File: src/rtl/video_sync_gen_if.sv
// video_sync_gen_if: timing stream produced by video_sync_gen.
//   master : the timing generator drives every signal.
//   slave  : downstream video stages (scanline, scaler, output bridge) observe.
// Signals:
//   oHCNT/oVCNT : current pixel coordinates (10 bit)
//   oHS/oVS     : sync levels, polarity set by the generator parameters
//   oDE         : active-area data enable
//   oCE         : pixel clock enable, one iPCLK cycle wide
//   oSOF        : start of frame, high with oCE at pixel (0,0)
interface video_sync_gen_if;
  logic [9:0] oHCNT;
  logic [9:0] oVCNT;
  logic       oHS;
  logic       oVS;
  logic       oDE;
  logic       oCE;
  logic       oSOF;

  modport master (output oHCNT, oVCNT, oHS, oVS, oDE, oCE, oSOF);
  modport slave  (input  oHCNT, oVCNT, oHS, oVS, oDE, oCE, oSOF);
endinterface

File: src/rtl/video_sync_gen.sv
// video_sync_gen: parameterised video timing generator.
//   Divides iPCLK by CE_DIV into a pixel enable, walks an H_TOTAL x V_TOTAL
//   raster and emits a registered HS/VS/DE/CE/SOF stream with coordinates.
// Ports:
//   iPCLK : pixel clock, the only clock
//   iRST  : synchronous active-high reset
//   vid   : timing stream (video_sync_gen_if.master)
module video_sync_gen #(
  parameter int H_ACTIVE = 160,
  parameter int H_FP     = 16,
  parameter int H_SYNC   = 16,
  parameter int H_BP     = 48,
  parameter int V_ACTIVE = 160,
  parameter int V_FP     = 8,
  parameter int V_SYNC   = 4,
  parameter int V_BP     = 28,
  parameter int CE_DIV   = 4,
  parameter bit HS_POL   = 1'b1,
  parameter bit VS_POL   = 1'b1
) (
  input  logic              iPCLK,
  input  logic              iRST,
  video_sync_gen_if.master  vid
);
  localparam int H_TOTAL = H_ACTIVE + H_FP + H_SYNC + H_BP;
  localparam int V_TOTAL = V_ACTIVE + V_FP + V_SYNC + V_BP;

  // Bad timing must stop elaboration; the counters never saturate.
  if (H_TOTAL > 1024 || V_TOTAL > 1024 ||
      H_ACTIVE < 1 || H_FP < 1 || H_SYNC < 1 || H_BP < 1 ||
      V_ACTIVE < 1 || V_FP < 1 || V_SYNC < 1 || V_BP < 1 ||
      CE_DIV < 1 || CE_DIV > 16) begin : gBadParam
    $error("video_sync_gen: timing parameters out of range");
  end

  localparam logic [3:0] CE_LAST  = 4'(CE_DIV - 1);
  localparam logic [9:0] H_LAST   = 10'(H_TOTAL - 1);
  localparam logic [9:0] V_LAST   = 10'(V_TOTAL - 1);
  localparam logic [9:0] H_ACT    = 10'(H_ACTIVE);
  localparam logic [9:0] V_ACT    = 10'(V_ACTIVE);
  localparam logic [9:0] HS_BEG   = 10'(H_ACTIVE + H_FP);
  localparam logic [9:0] HS_END   = 10'(H_ACTIVE + H_FP + H_SYNC - 1);
  localparam logic [9:0] VS_BEG   = 10'(V_ACTIVE + V_FP);
  localparam logic [9:0] VS_END   = 10'(V_ACTIVE + V_FP + V_SYNC - 1);

  logic [3:0] ceCnt;
  logic [9:0] hcnt, vcnt;
  logic       tick;

  logic [9:0] hcntQ, vcntQ;
  logic       hsQ, vsQ, deQ, ceQ, sofQ;

  // Decode of the pre-increment position, loaded into the output register on tick.
  logic deD, hsActD, vsActD, sofD;

  // CE_DIV=1 makes CE_LAST zero, so tick is then permanently true.
  assign tick = (ceCnt == CE_LAST);

  always_comb begin
    deD    = (hcnt < H_ACT) && (vcnt < V_ACT);
    hsActD = (hcnt >= HS_BEG) && (hcnt <= HS_END);
    // VS depends on vcnt only, so its edges fall on line starts (hcnt==0).
    vsActD = (vcnt >= VS_BEG) && (vcnt <= VS_END);
    sofD   = (hcnt == 10'd0) && (vcnt == 10'd0);
  end

  always_ff @(posedge iPCLK) begin
    if (iRST) begin
      ceCnt <= 4'd0;
      hcnt  <= 10'd0;
      vcnt  <= 10'd0;
      hcntQ <= 10'd0;
      vcntQ <= 10'd0;
      hsQ   <= ~HS_POL;
      vsQ   <= ~VS_POL;
      deQ   <= 1'b0;
      ceQ   <= 1'b0;
      sofQ  <= 1'b0;
    end else begin
      ceCnt <= tick ? 4'd0 : ceCnt + 4'd1;
      ceQ   <= tick;
      if (tick) begin
        hcntQ <= hcnt;
        vcntQ <= vcnt;
        deQ   <= deD;
        hsQ   <= hsActD ? HS_POL : ~HS_POL;
        vsQ   <= vsActD ? VS_POL : ~VS_POL;
        sofQ  <= sofD;
        if (hcnt == H_LAST) begin
          hcnt <= 10'd0;
          vcnt <= (vcnt == V_LAST) ? 10'd0 : vcnt + 10'd1;
        end else begin
          hcnt <= hcnt + 10'd1;
        end
      end
    end
  end

  assign vid.oHCNT = hcntQ;
  assign vid.oVCNT = vcntQ;
  assign vid.oHS   = hsQ;
  assign vid.oVS   = vsQ;
  assign vid.oDE   = deQ;
  assign vid.oCE   = ceQ;
  assign vid.oSOF  = sofQ;
endmodule

File: src/flat_wrapper.sv
// flat-port wrapper written by rule: the top's interface ports become plain ports
module video_sync_gen_flat 
#(
  parameter int H_ACTIVE = 160,
  parameter int H_FP     = 16,
  parameter int H_SYNC   = 16,
  parameter int H_BP     = 48,
  parameter int V_ACTIVE = 160,
  parameter int V_FP     = 8,
  parameter int V_SYNC   = 4,
  parameter int V_BP     = 28,
  parameter int CE_DIV   = 4,
  parameter bit HS_POL   = 1'b1,
  parameter bit VS_POL   = 1'b1
)
  (iPCLK, iRST, vid_oHCNT, vid_oVCNT, vid_oHS, vid_oVS, vid_oDE, vid_oCE, vid_oSOF);
  video_sync_gen_if vid_i ();
  input  logic iPCLK;
  input  logic iRST;
  output wire logic [$bits(vid_i.oHCNT)-1:0] vid_oHCNT;
  output wire logic [$bits(vid_i.oVCNT)-1:0] vid_oVCNT;
  output wire logic [$bits(vid_i.oHS)-1:0] vid_oHS;
  output wire logic [$bits(vid_i.oVS)-1:0] vid_oVS;
  output wire logic [$bits(vid_i.oDE)-1:0] vid_oDE;
  output wire logic [$bits(vid_i.oCE)-1:0] vid_oCE;
  output wire logic [$bits(vid_i.oSOF)-1:0] vid_oSOF;
  assign vid_oHCNT = vid_i.oHCNT;
  assign vid_oVCNT = vid_i.oVCNT;
  assign vid_oHS = vid_i.oHS;
  assign vid_oVS = vid_i.oVS;
  assign vid_oDE = vid_i.oDE;
  assign vid_oCE = vid_i.oCE;
  assign vid_oSOF = vid_i.oSOF;
  video_sync_gen #(.H_ACTIVE(H_ACTIVE), .H_FP(H_FP), .H_SYNC(H_SYNC), .H_BP(H_BP), .V_ACTIVE(V_ACTIVE), .V_FP(V_FP), .V_SYNC(V_SYNC), .V_BP(V_BP), .CE_DIV(CE_DIV), .HS_POL(HS_POL), .VS_POL(VS_POL)) u_core (.iPCLK(iPCLK), .iRST(iRST), .vid(vid_i));
endmodule
File: config.mk
export PLATFORM = sky130hd
export DESIGN_NAME = video_sync_gen_flat
export DESIGN_NICKNAME = d
export VERILOG_FILES = /design/src/rtl/video_sync_gen_if.sv /design/src/rtl/video_sync_gen.sv /design/src/flat_wrapper.sv
export SDC_FILE = /design/constraint.sdc
export NUM_CORES = 1
export LEC_CHECK = 0
export CORE_ASPECT_RATIO = 1.4
export CORE_MARGIN = 1
export CORE_UTILIZATION = 35
export CTS_CLUSTER_SIZE = 12
export DETAILED_ROUTE_END_ITERATION = 10
export GPL_TIMING_DRIVEN = 0
export SLEW_MARGIN = 30
export SYNTH_ARGS = -nofsm -noshare
export SYNTH_HDL_FRONTEND = slang
export SYNTH_SLANG_ARGS = --single-unit
File: constraint.sdc
create_clock -name iPCLK -period 2.3 [get_ports iPCLK]
set_input_delay 0.575 -clock iPCLK [delete_from_list [all_inputs] [get_ports iPCLK]]
set_output_delay 0.575 -clock iPCLK [all_outputs]
set_load 0.02 [all_outputs]
-- Word level (Yosys, flattened, before mapping)
Cells that the tools add are included.
- reductions and logical operators: 8
- $add $sub $neg: 3
- order comparisons: 6
- equality and inequality tests: 3
- multiplexer cells: 4
- operators with widths (cell ; count):
    $add 10x1->10 const B ; 2
    $eq 10x8->1 const B ; 2
    $ge 10x8->1 const B ; 2
    $le 10x8->1 const B ; 2
    $logic_not 10->1 ; 2
    $lt 10x8->1 const B ; 2
    $mux 10 ; 2
    $add 4x1->4 const B ; 1
    $eq 4x2->1 const B ; 1
    $logic_and 1x1->1 ; 4
    $mux 1 ; 2
    $reduce_and 2->1 ; 1
    $reduce_or 2->1 ; 1
- register bits after elaboration: 49
- logic and storage cells: 34
- output and inout bits: 25

-- Longest topological paths before layout
- depth in word-level cells: 3
- gate-level depth with buffers: 7
- mapped depth without buffers: 6

-- Worst setup path after synthesis
OpenSTA, ideal clock, no wires.
- path type: register to register
- start: reg u_core.ceCnt[0]
- end: reg u_core.hcnt[9]
- cell stages (with the launch flop): 7
- period minus slack after synthesis: 1771 ps
- library setup time: 121 ps
- arrival: 1650 ps
- setup slack: 529 ps
- data required time: 2179 ps
- cells stage by stage: dfxtp_1 > ha_1 > or3b_1 > clkbuf_1 > or4b_1 > xor2_1 > nor2_1
- longest elaborated chain between the ends: 1
- RTL lines (what ; RTL line ; text):
    start: declaration ; video_sync_gen.sv:46 ; logic [3:0] ceCnt;
    start signal: assignment ; video_sync_gen.sv:80 ; ceCnt <= tick ? 4'd0 : ceCnt + 4'd1;
    $eq 4x2->1 ; video_sync_gen.sv:57 ; assign tick = (ceCnt == CE_LAST);
    end signal: assignment ; video_sync_gen.sv:93 ; hcnt <= hcnt + 10'd1;
    end: declaration ; video_sync_gen.sv:47 ; logic [9:0] hcnt, vcnt;
No other way between the ends.
A chain may end at the register's enable or synchronous reset.

-- Final worst setup path
- start: reg u_core.ceCnt[0]
- end: reg u_core.vcntQ[0], in the netlist u_core.vid.oVCNT[0]
- longest elaborated chain between the ends: 1
- RTL lines (what ; RTL line ; text):
    $eq 4x2->1 ; video_sync_gen.sv:57 ;
    end signal: assignment ; video_sync_gen.sv:84 ; vcntQ <= vcnt;
    end: declaration ; video_sync_gen.sv:50 ; logic [9:0] hcntQ, vcntQ;
No other way between the ends.

==> qor_table.md <==
| Group | Item | Value |
| --- | --- | --- |
| sta | Layout Skew | 0.00471 ns |
| finish | Diodes inserted | 0 |
| finish | Net count reported at finish | 295 |
| global route | Initial antenna violation count | 0 |
| logic synthesis | Top FF cell, synth | sky130_fd_sc_hd__dfxtp_1 |
| sta | F_max | 472 MHz |
| clock network | Largest buffer count on any clock path | 2 |
| worst setup path | Buffer and inverter count on the worst path | 2 |
| worst setup path | Crit-path cells | ha_1 -> nor3b_2 -> clkbuf_1 -> buf_1 -> nand2_1 -> a21oi_1 |
| sta | Setup Viol. Count Final | 0 |
| clock network | Clock transition at the registers of the reported paths | 0.09 ns |
| power | Final total power | 1.44 mW |
| finish | Final standard cell count with taps included and fillers excluded | 359 |
| worst setup path | Startpoint of the worst-slack reg-to-reg timing path | u_core.ceCnt[0] |
| clock network | Total clock buffers created by CTS | 5 |
| worst setup path | Endpoint arrival time on the critical path | 2.36 ns |
| sta | Unrepaired setup endpoints after global routing | false |
| clock network | Num Clock Sinks | 49 |
| worst setup path | Kind of start point of the critical path | register |
| flow run | Number of violations of the max-capacitance limit | 0 |
| finish | Proportion of layout cells with a drive suffix above 1 | 4.84% |
| global route | Pin count of the biggest net entering global routing | 15 |
| worst setup path | Maximum cell stage delay along the critical path | 0.46 ns |
| run status | Outcome | finished clean |
| logic synthesis | Register bit count reported by yosys | 49 |
| die | Die Height | 93.6 um |
| drt | Vias post-DR | 1855 |
| clock network | CTS Root Cell | sky130_fd_sc_hd__clkbuf_8 |
| placed design | Total half-perimeter wirelength after legalization and detailed placement | 3.41 mm |
| drt | Number of DRC violations after detailed routing | 0 |
| logic synthesis | Synthesized area | 0.00210 mm^2 |
| logic synthesis | Number of synthesis warnings | 0 |
| logic synthesis | Post-Syn Nets | 262 |
| global route | Total gr overflow | 0 |
| sta | Worst-case setup margin in the final layout | 0.182 ns |
| logic synthesis | Post-synthesis sequential area ratio | 46.8% |
| sta | Clock period minus worst slack | 2.12 ns |
| global route | Vias in the first global route | 1696 |
| logic synthesis | Largest cells by area after synthesis | sky130_fd_sc_hd__dfxtp_1 47%, sky130_fd_sc_hd__nand2_1 8.8%, sky130_fd_sc_hd__a21oi_1 7.6% |
| clock network | Hold-fix buffers, CTS | 0 |
| placed design | Area post-placement | 0.00244 mm^2 |
| power | Leakage dissipation | 0.843 nW |
| worst setup path | Crit path launch | u_core.ceCnt[0] |
| placed design | Global placement routability congestion | 0.814 |
| global route | Met2 track utilization from global routing | 27.1% |
| logic synthesis | Number of synthesized flops with an enable pin | 0 |
| sta | Aggregate negative setup slack | 0 ns |
| worst setup path | CP required | 2.54 ns |
| placed design | Setup Slack @ Placement | 0.0366 ns |
| placed design | Buffers added on ports | 26 |
| clock network | CTS tree | yes |
| worst setup path | Maximum net fanout on the critical path | 10 |
| worst setup path | Critical Setup Path Class | reg -> reg |
| finish | Final-layout fill cell count | 590 |
| die | Floorplan core area | 0.00582 mm^2 |
| clock network | Max H-tree Level | 2 |
| sta | Relative slew margins | 61.6% |
| finish | Area of all placed cells without fillers | 0.00253 mm^2 |
| worst hold path | Kind of path behind the tightest hold check | reg -> reg |
| global route | Layer with the highest usage after global routing | met2 |
| logic synthesis | Area leader, netlist | sky130_fd_sc_hd__dfxtp_1 |
| drt | Number of vias per cell after detailed routing | 5.17 |
| logic synthesis | Cell types with the highest counts after synthesis | 49 x sky130_fd_sc_hd__dfxtp_1, 49 x sky130_fd_sc_hd__nand2_1, 32 x sky130_fd_sc_hd__a21oi_1 |
| die | Die extent in x | 67.4 um |
| logic synthesis | Library cells used by synthesis | 36 |
| clock network | Clk_lat worst skew | 0.30 ns |
| global route | Global Route met1 Usage | 22.2% |
| sta | Crit share post-route | 92.1% |
| logic synthesis | Yosys top cell area share | 46.8% |
| worst setup path | Type of destination of the critical path | register |
| drt | Sum of routed wire length over all layers | 4.88 mm |
| die | Area of the die | 0.00631 mm^2 |
| worst hold path | Startpoint of the tightest hold check path | u_core.vid.oDE |
| sta | Final hold violations | 0 |
| power | PD cells | 568 mW/mm^2 |
| clock network | Number of buffers inserted to repair setup after CTS | 0 |
| sta | Pin slew with the least headroom to its limit | 0.577 ns |
| die | Number of I/O pins | 27 |
| drt | Post-DRT Antenna Nets | 0 |
| global route | Global-route total usage across every layer | 17.2% |
| die | Std-Cell Rows | 33 |
| worst setup path | Cell family with most CP delay | buffers and inverters |
| drt | Length of the first detailed-routing pass in iterations | 4 |
| logic synthesis | Average cell area after synthesis | 8.22 um^2 |
| logic synthesis | Async S/R FF share, synth | 0% |
| logic synthesis | Cell count after synthesis | 255 |
| power | Max IR drop VDD | 239 uV |
| global route | GR Layer Usage met3 | 2.56% |
| die | Initial standard-cell utilization of the core | 36.0% |
| finish | Area delta synth->final | 20.6% |
| global route | First-pass GRT wire length | 8.16 mm |
| drt | Mean routed wirelength per cell | 13.6 um |
| worst setup path | Slowest cell on crit path | sky130_fd_sc_hd__clkbuf_1 |
| drt | Violation count after the first detailed-routing iteration | 78 |
| placed design | Cell total after placement | 351 |
| sta | Count of pins over their slew limit | 0 |
## worst reg2reg max path: cells and delay by family, from the launching register on
kind                       cells  cell delay [ns]
and+or+nand+nor                2             0.55
adders and majority gates      1             0.20
DFF                            1             0.36
AOI/OAI and AO/OA              1             0.12
buffers and inverters          2             0.83
## cells by family after synthesis
family,synth area share (%)
AO/OA/AOI/OAI,11.0
XOR/XNOR,4.18
adder cells (fa/ha/maj),2.98
buffers and inverters,4.83
flip-flops,46.8
multiplexers,0.955
AND/OR/NAND/NOR,29.3
## sequential cells by signal (all words and copies together), names as in the netlist, 4 cells and up
name,count
u_core.vid.oVCNT,10
u_core.vcnt,10
u_core.vid.oHCNT,10
u_core.ceCnt,4
u_core.hcnt,10
## layout by cell type (no fill, tap or decap), drive strengths merged, types with 3 or more instances in the layout
master         count
a21oi             32
and3               3
and4               4
buf                4
clkbuf            20
clkdlybuf4s50     26
dfxtp             49
ha                 5
inv                6
nand2             49
nand3              8
nand4             10
nor2              20
nor3               4
nor3b              3
nor4               3
o21ai              7
or3                6
xnor2              3
xor2               7
## report_power, final
group / total (mW) / internal (mW) / switching, mW
Clock: 0.493 / 0.211 / 0.281
Sequential: 0.863 / 0.857 / 0.00628
Combinational: 0.0814 / 0.0254 / 0.0560
Total: 1.44 / 1.09 / 0.344
## per-layer routing
layer,vias up,wire length (um)
met1,867,2250
met2,31,2340
met5,-,0
met3,13,109
li1,944,-
met4,0,188
## per-stage QoR
stage                     utilization, %  hold slack (ns)
final                               43.4            0.454
after CTS                           43.4            0.457
after floorplan                        -            0.433
after global routing                43.4            0.477
after global placement              42.0            0.442
after detailed placement            42.0            0.444
## worst paths after layout
| kind | cells past startpoint | endpoint | slack, ns |
|---|---|---|---|
| setup / recovery | 6 | u_core.vid.oVCNT[0] | 0.18 |
| hold / removal | 2 | u_core.vid.oDE | 0.45 |
| setup reg to reg | 6 | u_core.vid.oVCNT[0] | 0.18 |
| hold reg to reg | 2 | u_core.vid.oDE | 0.45 |
## timing repair
item,CTS,global route
gates resized for setup,0,1
endpoints found under the setup margin,0,8
hold endpoints to repair,0,0
## layout make-up
class	count	area (um^2)	share of cell area (%)
multi-input combinational	182	1010	40.1
timing repair buffer	26	260	10.3
tap	70	87.6	3.46
inverter	6	22.5	0.891
clock buffer	6	72.6	2.87
sequential	49	981	38.8
clock inverter	2	10.0	0.396
buffer	18	80.1	3.17
Note: power is estimated with default switching activity, not from simulation.
